===== config.mk =====
export PLATFORM = sky130hd
export DESIGN_NAME = axi_lite_master_param
export DESIGN_NICKNAME = d
export VERILOG_FILES = /design/src/rtl/axi_lite_master_param.sv
export SDC_FILE = /design/constraint.sdc
export NUM_CORES = 1
export LEC_CHECK = 0
export ABC_AREA = 1
export BUFFER_PORTS_ARGS = -buffer_cell sky130_fd_sc_hd__buf_2
export CAP_MARGIN = 20
export CORE_ASPECT_RATIO = 1.2
export CORE_MARGIN = 5
export CORE_UTILIZATION = 40
export CTS_CLUSTER_SIZE = 8
export DETAILED_ROUTE_END_ITERATION = 16
export PLACE_DENSITY = 0.73
export SYNTH_ARGS = -nofsm -noshare
export SYNTH_HDL_FRONTEND = slang
export SYNTH_SLANG_ARGS = --single-unit

===== constraint.sdc =====
create_clock -name clk -period 3.95 [get_ports clk]
set_clock_uncertainty 0.05 [all_clocks]
set_input_delay 0.395 -clock clk [delete_from_list [all_inputs] [get_ports clk]]
set_output_delay 0.395 -clock clk [all_outputs]
set_load 0.03 [all_outputs]

===== src/rtl/axi_lite_master_param.sv =====
// Single-outstanding AXI4-Lite master: a start/done command port drives the five AXI channels.
// Widths are parameters; a per-state watchdog turns a silent slave into a 2'b10 completion.
//
// state     | meaning
// S_IDLE    | waiting for AXI_Start
// S_WR      | AW and W offered together, each retired on its own handshake
// S_WR_RESP | BREADY high, waiting for BVALID
// S_RD_ADDR | ARVALID high, waiting for ARREADY
// S_RD_DATA | RREADY high, waiting for RVALID
module axi_lite_master_param #(
    parameter int ADDR_W  = 32,
    parameter int DATA_W  = 32,
    parameter int TIMEOUT = 256
) (
    input  logic                  clk,
    input  logic                  rst,
    input  logic                  AXI_Start,
    input  logic                  AXI_WriteEn,
    input  logic [ADDR_W-1:0]     AXI_Addr,
    input  logic [DATA_W-1:0]     AXI_WData,
    input  logic [DATA_W/8-1:0]   AXI_WStrb,
    output logic [DATA_W-1:0]     AXI_RData,
    output logic [1:0]            AXI_Resp,
    output logic                  AXI_Done,
    output logic                  AXI_Busy,
    output logic                  AXI_Timeout,
    output logic [ADDR_W-1:0]     M_AXI_AWADDR,
    output logic                  M_AXI_AWVALID,
    input  logic                  M_AXI_AWREADY,
    output logic [DATA_W-1:0]     M_AXI_WDATA,
    output logic [DATA_W/8-1:0]   M_AXI_WSTRB,
    output logic                  M_AXI_WVALID,
    input  logic                  M_AXI_WREADY,
    input  logic [1:0]            M_AXI_BRESP,
    input  logic                  M_AXI_BVALID,
    output logic                  M_AXI_BREADY,
    output logic [ADDR_W-1:0]     M_AXI_ARADDR,
    output logic                  M_AXI_ARVALID,
    input  logic                  M_AXI_ARREADY,
    input  logic [DATA_W-1:0]     M_AXI_RDATA,
    input  logic [1:0]            M_AXI_RRESP,
    input  logic                  M_AXI_RVALID,
    output logic                  M_AXI_RREADY
);
    localparam int STRB_W = DATA_W / 8;
    localparam int CNT_W  = (TIMEOUT > 1) ? $clog2(TIMEOUT) : 1;
    localparam logic [CNT_W-1:0] CNT_LAST = CNT_W'((TIMEOUT > 0) ? TIMEOUT - 1 : 0);
    localparam logic [1:0] RESP_TIMEOUT = 2'b10;

    typedef enum logic [2:0] {S_IDLE, S_WR, S_WR_RESP, S_RD_ADDR, S_RD_DATA} state_t;

    state_t              state_q, state_d;
    logic [CNT_W-1:0]    cnt_q, cnt_d;
    logic [ADDR_W-1:0]   addr_q, addr_d;
    logic [DATA_W-1:0]   wdata_q, wdata_d, rdata_q, rdata_d;
    logic [STRB_W-1:0]   wstrb_q, wstrb_d;
    logic [1:0]          resp_q, resp_d;
    logic                awvalid_q, awvalid_d, wvalid_q, wvalid_d, bready_q, bready_d;
    logic                arvalid_q, arvalid_d, rready_q, rready_d;
    logic                done_q, done_d, busy_q, busy_d, timeout_q, timeout_d;
    logic                expired, aw_sent, w_sent, abort;

    assign expired = (TIMEOUT != 0) && (cnt_q == CNT_LAST);
    // A channel counts as sent once its VALID has dropped or it handshakes this cycle.
    assign aw_sent = !awvalid_q || M_AXI_AWREADY;
    assign w_sent  = !wvalid_q || M_AXI_WREADY;

    always_comb begin
        state_d   = state_q;
        addr_d    = addr_q;
        wdata_d   = wdata_q;
        wstrb_d   = wstrb_q;
        rdata_d   = rdata_q;
        resp_d    = resp_q;
        awvalid_d = awvalid_q;
        wvalid_d  = wvalid_q;
        bready_d  = bready_q;
        arvalid_d = arvalid_q;
        rready_d  = rready_q;
        done_d    = 1'b0;
        timeout_d = 1'b0;
        abort     = 1'b0;
        case (state_q)
            S_IDLE: begin
                if (AXI_Start) begin
                    addr_d  = AXI_Addr;
                    wdata_d = AXI_WData;
                    wstrb_d = AXI_WStrb;
                    if (AXI_WriteEn) begin
                        state_d   = S_WR;
                        awvalid_d = 1'b1;
                        wvalid_d  = 1'b1;
                    end else begin
                        state_d   = S_RD_ADDR;
                        arvalid_d = 1'b1;
                    end
                end
            end
            S_WR: begin
                if (M_AXI_AWREADY) awvalid_d = 1'b0;
                if (M_AXI_WREADY)  wvalid_d  = 1'b0;
                if (aw_sent && w_sent) begin
                    state_d  = S_WR_RESP;
                    bready_d = 1'b1;
                end else if (expired) begin
                    abort = 1'b1;
                end
            end
            S_WR_RESP: begin
                if (M_AXI_BVALID) begin
                    resp_d   = M_AXI_BRESP;
                    done_d   = 1'b1;
                    bready_d = 1'b0;
                    state_d  = S_IDLE;
                end else if (expired) begin
                    abort = 1'b1;
                end
            end
            S_RD_ADDR: begin
                if (M_AXI_ARREADY) begin
                    arvalid_d = 1'b0;
                    rready_d  = 1'b1;
                    state_d   = S_RD_DATA;
                end else if (expired) begin
                    abort = 1'b1;
                end
            end
            S_RD_DATA: begin
                if (M_AXI_RVALID) begin
                    rdata_d  = M_AXI_RDATA;
                    resp_d   = M_AXI_RRESP;
                    done_d   = 1'b1;
                    rready_d = 1'b0;
                    state_d  = S_IDLE;
                end else if (expired) begin
                    abort = 1'b1;
                end
            end
            default: state_d = S_IDLE;
        endcase
        if (abort) begin
            awvalid_d = 1'b0;
            wvalid_d  = 1'b0;
            bready_d  = 1'b0;
            arvalid_d = 1'b0;
            rready_d  = 1'b0;
            resp_d    = RESP_TIMEOUT;
            done_d    = 1'b1;
            timeout_d = 1'b1;
            state_d   = S_IDLE;
        end
        busy_d = (state_d != S_IDLE);
        // Watchdog restarts on every state entry and idles at zero.
        cnt_d  = ((state_d != state_q) || (state_q == S_IDLE)) ? '0 : cnt_q + 1'b1;
    end

    always_ff @(posedge clk) begin
        if (rst) begin
            state_q   <= S_IDLE;
            cnt_q     <= '0;
            addr_q    <= '0;
            wdata_q   <= '0;
            wstrb_q   <= '0;
            rdata_q   <= '0;
            resp_q    <= '0;
            awvalid_q <= 1'b0;
            wvalid_q  <= 1'b0;
            bready_q  <= 1'b0;
            arvalid_q <= 1'b0;
            rready_q  <= 1'b0;
            done_q    <= 1'b0;
            busy_q    <= 1'b0;
            timeout_q <= 1'b0;
        end else begin
            state_q   <= state_d;
            cnt_q     <= cnt_d;
            addr_q    <= addr_d;
            wdata_q   <= wdata_d;
            wstrb_q   <= wstrb_d;
            rdata_q   <= rdata_d;
            resp_q    <= resp_d;
            awvalid_q <= awvalid_d;
            wvalid_q  <= wvalid_d;
            bready_q  <= bready_d;
            arvalid_q <= arvalid_d;
            rready_q  <= rready_d;
            done_q    <= done_d;
            busy_q    <= busy_d;
            timeout_q <= timeout_d;
        end
    end

    assign AXI_RData     = rdata_q;
    assign AXI_Resp      = resp_q;
    assign AXI_Done      = done_q;
    assign AXI_Busy      = busy_q;
    assign AXI_Timeout   = timeout_q;
    assign M_AXI_AWADDR  = addr_q;
    assign M_AXI_AWVALID = awvalid_q;
    assign M_AXI_WDATA   = wdata_q;
    assign M_AXI_WSTRB   = wstrb_q;
    assign M_AXI_WVALID  = wvalid_q;
    assign M_AXI_BREADY  = bready_q;
    assign M_AXI_ARADDR  = addr_q;
    assign M_AXI_ARVALID = arvalid_q;
    assign M_AXI_RREADY  = rready_q;
endmodule


# Yosys cells after proc, flatten, opt, wreduce, memory -nomap -nowiden
# Cells that the tools add are included.
# totals
regBits	121
in_bits	113
out_inout_bits	142
elab_cells	98
# classes
add_sub_neg	1
n_eq_ne	17
muxes	39
n_reduce_logical	25
# ops
cell	n
2-to-1 mux 1 bit	20
2-to-1 mux 3 bit	6
inequality test 2 bit, second input constant	9
case mux 3 bit (5 select lines)	1
case mux 1 bit (2 select lines)	6
AND reduction 3 bit	4
AND reduction 4 bit	3
nonzero test 2 bit	5
adder 8 x 1 -> 8 bit, second input constant	1
== test 8 bit, second input constant	1
2-to-1 mux 2 bit	4
== test 3 x 2 -> 1 bit, second input constant	2
inequality test 3 bit, second input constant	2
nonzero test 3 bit	2
case mux 1 bit (4 select lines)	1
case mux 2 bit (2 select lines)	1
AND reduction 2 bit	2
OR reduction 2 bit	2
== test 3 x 1 -> 1 bit, second input constant	1
== test 3 bit, second input constant	1
logical NOT 3 bit	1
logical OR 1 bit	3
inequality test 3 bit	1
logical NOT 1 bit	2
logical AND 1 bit	1

# Logic depth before layout (Yosys ltp)
# Gate-level depths: netlist (run 1).
# depth
ltp_word	9
depth_mapped	10
ltp_nobuf	10

# Worst setup path before layout (run 1)
# No wires, ideal clock.
# synth_timing
path_type	flip-flop to flip-flop
from	register cnt_q[0]
to	register cnt_q[0]
setup_time_ns	0.078
t_arrival_ns	1.433
required_ns	3.822
slack_ns	2.389
path_stages_with_launch	10
path_buffers	0
period_less_slack_ns	1.561
path_cell_list	dfxtp_1 > ha_1 > nand2_1 > nor2_1 > nand2_1 > nor2_2 > o21ai_4 > nand3_1 > nand3_4 > nor3_1
# synth_between
elab_chain_cells	8
elab_cells_between_ends	12
classes_between	add/sub: 1; eq/ne: 2; mux: 7; reduce/logical: 2
# synth_rtl
item	line	rtl
from (decl)	53	logic [CNT_W-1:0] cnt_q, cnt_d;
from (signal assigned)	176	cnt_q <= cnt_d;
== test 8 bit	63	assign expired = (TIMEOUT != 0) && (cnt_q == CNT_LAST);
2-to-1 mux 1 bit	n/a	
2-to-1 mux 1 bit (on tied branches)	n/a	
case mux 1 bit (4 select lines)	83	case (state_q)
2-to-1 mux 3 bit	141	if (abort) begin
inequality test 3 bit	154	cnt_d = ((state_d != state_q) || (state_q == S_IDLE)) ? '0 : cnt_q + 1'b1;
logical OR 1 bit	154	
OR reduction 2 bit (no line)	n/a	
# Parallel ways exist; a longest one is shown, timed or not.
# A chain may end at the register's enable or synchronous reset.

# Worst setup path in the final report (run 1)
# layout_timing
from	register state_q[1]
to	register awvalid_q (netlist: M_AXI_AWVALID)
# layout_between
elab_chain_cells	3
elab_cells_between_ends	13
classes_between	eq/ne: 7; mux: 2; reduce/logical: 4
# layout_rtl
item	line	rtl
from (decl)	52	state_t state_q, state_d;
from (signal assigned)	175	state_q <= state_d;
== test 3 bit (tied with other cells)	83	
case mux 1 bit (4 select lines) (tied with other cells)	83	
OR reduction 2 bit (no line) or AND reduction 4 bit (tied branches)	n/a	
to (signal assigned)	182	awvalid_q <= awvalid_d;
to (decl)	58	logic awvalid_q, awvalid_d, wvalid_q, wvalid_d, bready_q, bready_d;
# Parallel ways exist; a longest one is shown, timed or not.

==> impl_metrics.json, run 1 <==
{
  "status": "finished, final reports clean",
  "switching_share": 0.282,
  "p_leak_uw": 0.00323,
  "worstPathCellList": "nor2_2 -> nand2_1 -> inv_2 -> buf_4 -> nand3_1 -> a221oi_1",
  "critPathCaptureType": "register",
  "postLayoutCellArea_um2": 6490,
  "worstReg2RegStart": "state_q[1]",
  "final.min_clock_period_ps": 2100,
  "cp.required_ps": 4200,
  "powerDensity_nw_per_um2": 544,
  "combPwrFrac": 0.161,
  "grt_pass1_vias": 4375,
  "yosysSeqAreaShare": 0.511,
  "place_hpwl_mm": 10.1,
  "cts_resized": 0,
  "cts_tree": "built",
  "setup_viol": 0,
  "max_stage_delay_ps": 500,
  "synth_fp_nets": 719,
  "cts_max_level": 4,
  "drive_gt1_frac": 0.374,
  "yosys-top-cells-count": "dfxtp_1 (121), nand2_1 (97), nand3_1 (78), nor2_1 (77), a21oi_1 (73)",
  "intPower_uw": 2530,
  "place_area_um2": 5850,
  "antenna_found_initial": 0,
  "vdd_drop_max_mv": 0.306,
  "die_x_um": 109,
  "synth-edff-count": 0,
  "grt_util_all_layers": 0.190,
  "slew_headroom": 0.440,
  "yosys_most_used_dff": "dfxtp_1",
  "coreArea_um2": 11600,
  "ctsHoldBuffers": 0,
  "vias_per_cell": 4.81,
  "max_freq_mhz": 476,
  "final_util": 0.558,
  "netlist_area_um2": 4740,
  "gp_congestion": 0.837,
  "crit_slowest_cell": "buf_4",
  "syn_area_per_cell_um2": 7.84,
  "ys_async_sr_fraction": 0,
  "ys_warn_count": 0,
  "yosysTopAreaCellShare": 0.511,
  "fp.dieArea_um2": 14100,
  "cp_data_arrival_time_ps": 2350,
  "grt_pass1_wl_mm": 21.4,
  "finalHoldViolCount": 0,
  "period_share": 0.532,
  "cap_violations": 0,
  "clockBufferDepth": 2,
  "power.share.clock": 0.463,
  "slew_viol_final": 0,
  "grt_overflow_total": 0,
  "yosys-top-cells-area": "dfxtp_1 (51%), nand3_1 (8.2%), a21oi_1 (7.7%)",
  "num_vias": 4715,
  "min_path_type": "in2reg",
  "tns_ps": 0,
  "wl_per_cell_um": 14.3,
  "synth_cell_types": 25,
  "start_util": 0.408,
  "switchingPower_uw": 997,
  "clock-sinks": 121,
  "clk_latency_ps": 400,
  "hp-start": "M_AXI_WREADY",
  "dp.cells": 949,
  "path_max_fanout": 48,
  "nFillCells": 1145,
  "path_class": "reg2reg",
  "cp_num_buf_inv": 2,
  "die_h_um": 129,
  "first_pass_iters": 4,
  "yosysTopAreaCell": "dfxtp_1",
  "wl_mm": 14.0,
  "rows": 43,
  "drc": 0,
  "rsz0062_at_grt": "false",
  "worstSetupStartpointType": "register",
  "cts_buffers": 17,
  "netlist_instances": 605,
  "ys_seq_elements": 121,
  "num_io_pins": 255,
  "drt_iter0_drc": 322,
  "antennaDiodeCount": 0,
  "port_buffers": 254,
  "syn_to_final_growth_pct": 36.7,
  "path_clk_slew_ps": 50,
  "post_cts.repair.setup_buffers": 0,
  "tightest_slew_ps": 840,
  "ant_nets": 0,
  "cts_root_buf": "clkbuf_16",
  "seqPwrFrac": 0.377,
  "setup.worst_path.start": "state_q[1]",
  "nets": 925,
  "layoutNonFillerInstCount": 981,
  "grt_start_max_net_pins": 77,
  "yosysMostFrequentCell": "dfxtp_1",
  "cp_top_family": "buffers and inverters"
}
[worst register-to-register path, delay by kind of cell (launching register included)]
| kind | cells | cell delay (ps) |
|---|---|---|
| simple gates | 3 | 450 |
| buf+inv | 2 | 840 |
| compound gates | 1 | 310 |
| flops | 1 | 340 |
[worst paths after layout]
kind	endpoint	slack, ps	cells past startpoint
max	M_AXI_AWVALID	1850	6
min	M_AXI_WVALID	160	2
max reg2reg	M_AXI_AWVALID	1850	6
min reg2reg	M_AXI_WSTRB[3]	410	2
[area by class of cell]
class                      count  area, um2  area share
clock buffer                  18        439      0.0677
clock inverter                14        196      0.0303
inverter                      19       71.3      0.0110
multi-input combinational    393       1850       0.286
sequential                   121       2420       0.373
tap                          157        196      0.0303
timing repair buffer         259       1310       0.202
[logic make-up after synthesis]
family                   Yosys count  synth area share
AO/OA/AOI/OAI                    110             0.121
multiplexers                       2           0.00475
XOR/XNOR                           6            0.0111
flip-flops                       121             0.511
buffers and inverters             91            0.0994
AND/OR/NAND/NOR                  274             0.251
adder cells (fa/ha/maj)            1           0.00264
[cells in the final DEF, fill, tap and decap left out, types with 2 or more instances in the layout]
master and count:
clkinv_4 3, inv_6 2, nand3_1 78, clkinv_2 2, mux2_2 2, buf_2 254
nand3_2 2, o21ai_0 32, nor3_1 9, xor2_1 2, inv_1 17, nor2_1 77
inv_2 2, buf_4 5, clkinvlp_4 3, nand2_1 96, clkbuf_16 17, a21oi_1 73
nor2_2 3, a221oi_1 2, nand2_2 6, a31oi_1 2, dfxtp_1 121, xnor2_1 4
bufinv_16 4
[state kept, by name, indices dropped and copies added (netlist names)]
signal / cells
M_AXI_WDATA: 32
M_AXI_WVALID: 1
M_AXI_WSTRB: 4
AXI_Timeout: 1
AXI_Done: 1
AXI_Resp: 2
AXI_Busy: 1
state_q: 3
M_AXI_ARADDR: 32
AXI_RData: 32
M_AXI_ARVALID: 1
M_AXI_AWVALID: 1
M_AXI_RREADY: 1
M_AXI_BREADY: 1
cnt_q: 8
[power by group through the flow]
stage,combinational (uW),sequential [uW],clock [uW]
3_3_place_gp,567,1350,0
4_1_cts,573,1330,1670
5_1_grt,616,1340,1730
3_5_place_dp,570,1360,0
2_1_floorplan,286,1480,0
6_report,567,1330,1630
[routing by layer]
metal | track usage | share of wire
met1 | 0.225 | 0.39
met2 | 0.322 | 0.50
met3 | 0.0583 | 0.085
met4 | 0.0690 | 0.022
met5 | 0 | 0
[metrics by stage]
stage | setup WS (ps) | hold slack [ps] | power [uW]
final | 1850 | 159 | 3530
after global routing | 1630 | 159 | 3680
after CTS | 1850 | 144 | 3570
after detailed placement | 1860 | 400 | 1930
after global placement | 1890 | 396 | 1920
after floorplan | 2390 | 380 | 1760
No activity file was read; power rests on OpenSTA's default activity.
==> inputs of run 2 (changes only) <==
==> constraint.sdc (replaced) <==
create_clock -name clk -period 2.1 [get_ports clk]
set_clock_uncertainty 0.05 [all_clocks]
set_input_delay 0.21 -clock clk [delete_from_list [all_inputs] [get_ports clk]]
set_output_delay 0.21 -clock clk [all_outputs]
set_load 0.03 [all_outputs]
==> run 2 against run 1 <==
Net effect: final cell count grew 3.8%; via count grew 4.1%; sequential power grew 88%; cell area grew 5.9%; wire length grew 7.2%; critical path depth grew 3; combinational power grew 100%; critical path type unchanged; largest power group unchanged; highest routed layer unchanged.
==> impl_metrics.json, run 2 (synthesis results as in run 1) <==
{
  "setup_slack_ps": 260,
  "final.min_clock_period_ps": 1840,
  "nets": 962,
  "start_util": 0.408,
  "cts_tree": "built",
  "globalRouteMet2Util": 0.363,
  "num_vias": 4909,
  "hold_end": "M_AXI_ARADDR[9]",
  "top_usage_layer": "met2",
  "powerDensity_nw_per_um2": 968,
  "p_leak_uw": 0.00338,
  "multi_input_area_um2": 1850,
  "antenna_found_initial": 0,
  "antennaDiodeCount": 0,
  "max_stage_delay_ps": 350,
  "period_share": 0.876,
  "rr_worst_depth": 9,
  "die_h_um": 129,
  "cp_top_family": "simple AND/OR/NAND/NOR gates",
  "port_buffers": 254,
  "intPower_uw": 4740,
  "hold_depth": 3,
  "tns_ps": 0,
  "clock-sinks": 121,
  "dpl_worst_slack_ps": 326,
  "path_clk_slew_ps": 60,
  "cp.required_ps": 2360,
  "path_max_fanout": 8,
  "vdd_drop_max_mv": 0.535,
  "path_class": "reg2reg",
  "clk_latency_ps": 400,
  "grtUsageMet1": 0.233,
  "r2r_setup_slack_ps": 260,
  "power.share.clock": 0.451,
  "setup_viol": 0,
  "slew_headroom": 0.625,
  "cp_data_arrival_time_ps": 2100,
  "first_pass_iters": 5,
  "num_io_pins": 255,
  "worstPathCellList": "ha_1 -> nand2_1 -> nor2_1 -> nand2_1 -> nor2_2 -> o21ai_4 -> nand3_1 -> nand3_4 -> nor3_1",
  "cp_num_buf_inv": 0,
  "switchingPower_uw": 1910,
  "grt_start_max_net_pins": 70,
  "hp-start": "AXI_Addr[9]",
  "final_cell_mix": "buf_2 (254), dfxtp_1 (121), nand2_1 (96)",
  "wl_per_cell_um": 14.8,
  "nFillCells": 1104,
  "max_freq_mhz": 544,
  "rows": 43,
  "worstReg2RegStart": "cnt_q[0]",
  "post_cts.repair.setup_buffers": 0,
  "wl_mm": 15.1,
  "min_path_type": "in2reg",
  "ant_nets": 0,
  "regArea_um2": 2420,
  "drc": 0,
  "worstSetupStartpointType": "register",
  "vias_per_cell": 4.82,
  "grt_util_all_layers": 0.209,
  "syn_to_final_growth_pct": 44.9,
  "fp.dieArea_um2": 14100,
  "cp.depth": 9,
  "critPathCaptureType": "register",
  "clockBufferDepth": 2,
  "grt_pass1_vias": 4693,
  "layout_commonest_cell": "buf_2",
  "place_hpwl_mm": 10.3,
  "r2r-end": "cnt_q[6]",
  "combPwrFrac": 0.173,
  "switching_share": 0.287,
  "path_common_cell": "nand2_1",
  "crit_slowest_cell": "dfxtp_1",
  "cts_max_level": 4,
  "status": "finished, final reports clean",
  "cap_violations": 0,
  "cts_resized": 0,
  "final_util": 0.591,
  "cts_root_buf": "clkbuf_16",
  "grt_pass1_wl_mm": 23.4,
  "coreArea_um2": 11600,
  "grt_use_met3": 0.0673,
  "slew_viol_final": 0,
  "cts_buffers": 17,
  "drive_gt1_frac": 0.361,
  "seqPwrFrac": 0.376,
  "drt_iter0_drc": 370,
  "die_x_um": 109,
  "tightest_slew_ps": 562,
  "gp_congestion": 0.823,
  "grt_overflow_total": 0,
  "finalHoldViolCount": 0,
  "rsz0062_at_grt": "false"
}
-- run 2: changes by cell type in the layout (fill, tap and decap cells not counted) --
| cell | change |
|---|---|
| dlygate4sd3_1 | +34 |
| buf_12 | +3 |
| clkinvlp_4 | +2 |
| bufinv_16 | -1 |
| clkbuf_8 | +1 |
| clkinv_2 | -1 |
| clkinv_4 | -1 |
-- run 2: through the flow --
stage | cell area, um2 | cells | power, uW | hold slack [ps]
global placement | 5910 | 952 | 3640 | 376
CTS | 6870 | 1018 | 6710 | 4.97
floorplan | 4740 | 605 | 3320 | 268
finish | 6870 | 1018 | 6650 | 21.8
detailed placement | 5910 | 952 | 3650 | 382
global route | 6870 | 1018 | 6930 | 7.17
-- run 2: timing repair --
| item | CTS | global route |
|---|---|---|
| setup endpoints to repair | 0 | 0 |
| hold endpoints to repair | 34 | 0 |
| hold buffers | 34 | 0 |
-- run 2: area by class of cell --
type                            count  area share
Multi-Input combinational cell    393       0.270
Clock buffer                       19      0.0659
Tap cell                          157      0.0286
Sequential cell                   121       0.352
Inverter                           19      0.0104
Clock inverter                     13      0.0244
Timing Repair Buffer              296       0.249
-- run 2: tightest hold or removal path: cells and delay by family --
family / cells / cell delay (ps)
buf+inv: 1 / 90
simple gates: 1 / 60
compound gates: 1 / 60
-- run 2: power by group through the flow --
stage / logic, uW / registers (uW) / clock network [uW]
after CTS: 1160 / 2500 / 3060
final: 1150 / 2500 / 3000
after global routing: 1250 / 2510 / 3160
after floorplan: 539 / 2780 / 0
after global placement: 1100 / 2540 / 0
after detailed placement: 1100 / 2550 / 0
-- run 2: worst max-delay path by stage --
stage / start / end / slack (ps)
floorplan: cnt_q[0] / cnt_q[0] / 540
global placement: state_q[2] / cnt_q[2] / 400
detailed placement: cnt_q[0] / cnt_q[7] / 330
CTS: cnt_q[0] / cnt_q[6] / 250
global route: cnt_q[0] / cnt_q[6] / 60
finish: cnt_q[0] / cnt_q[6] / 260
-- run 2: routing by layer --
layer / part of all wire / routed length [um]
met2: 0.51 / 7720
met3: 0.086 / 1300
met4: 0.025 / 370
met5: 0 / 0
met1: 0.38 / 5670
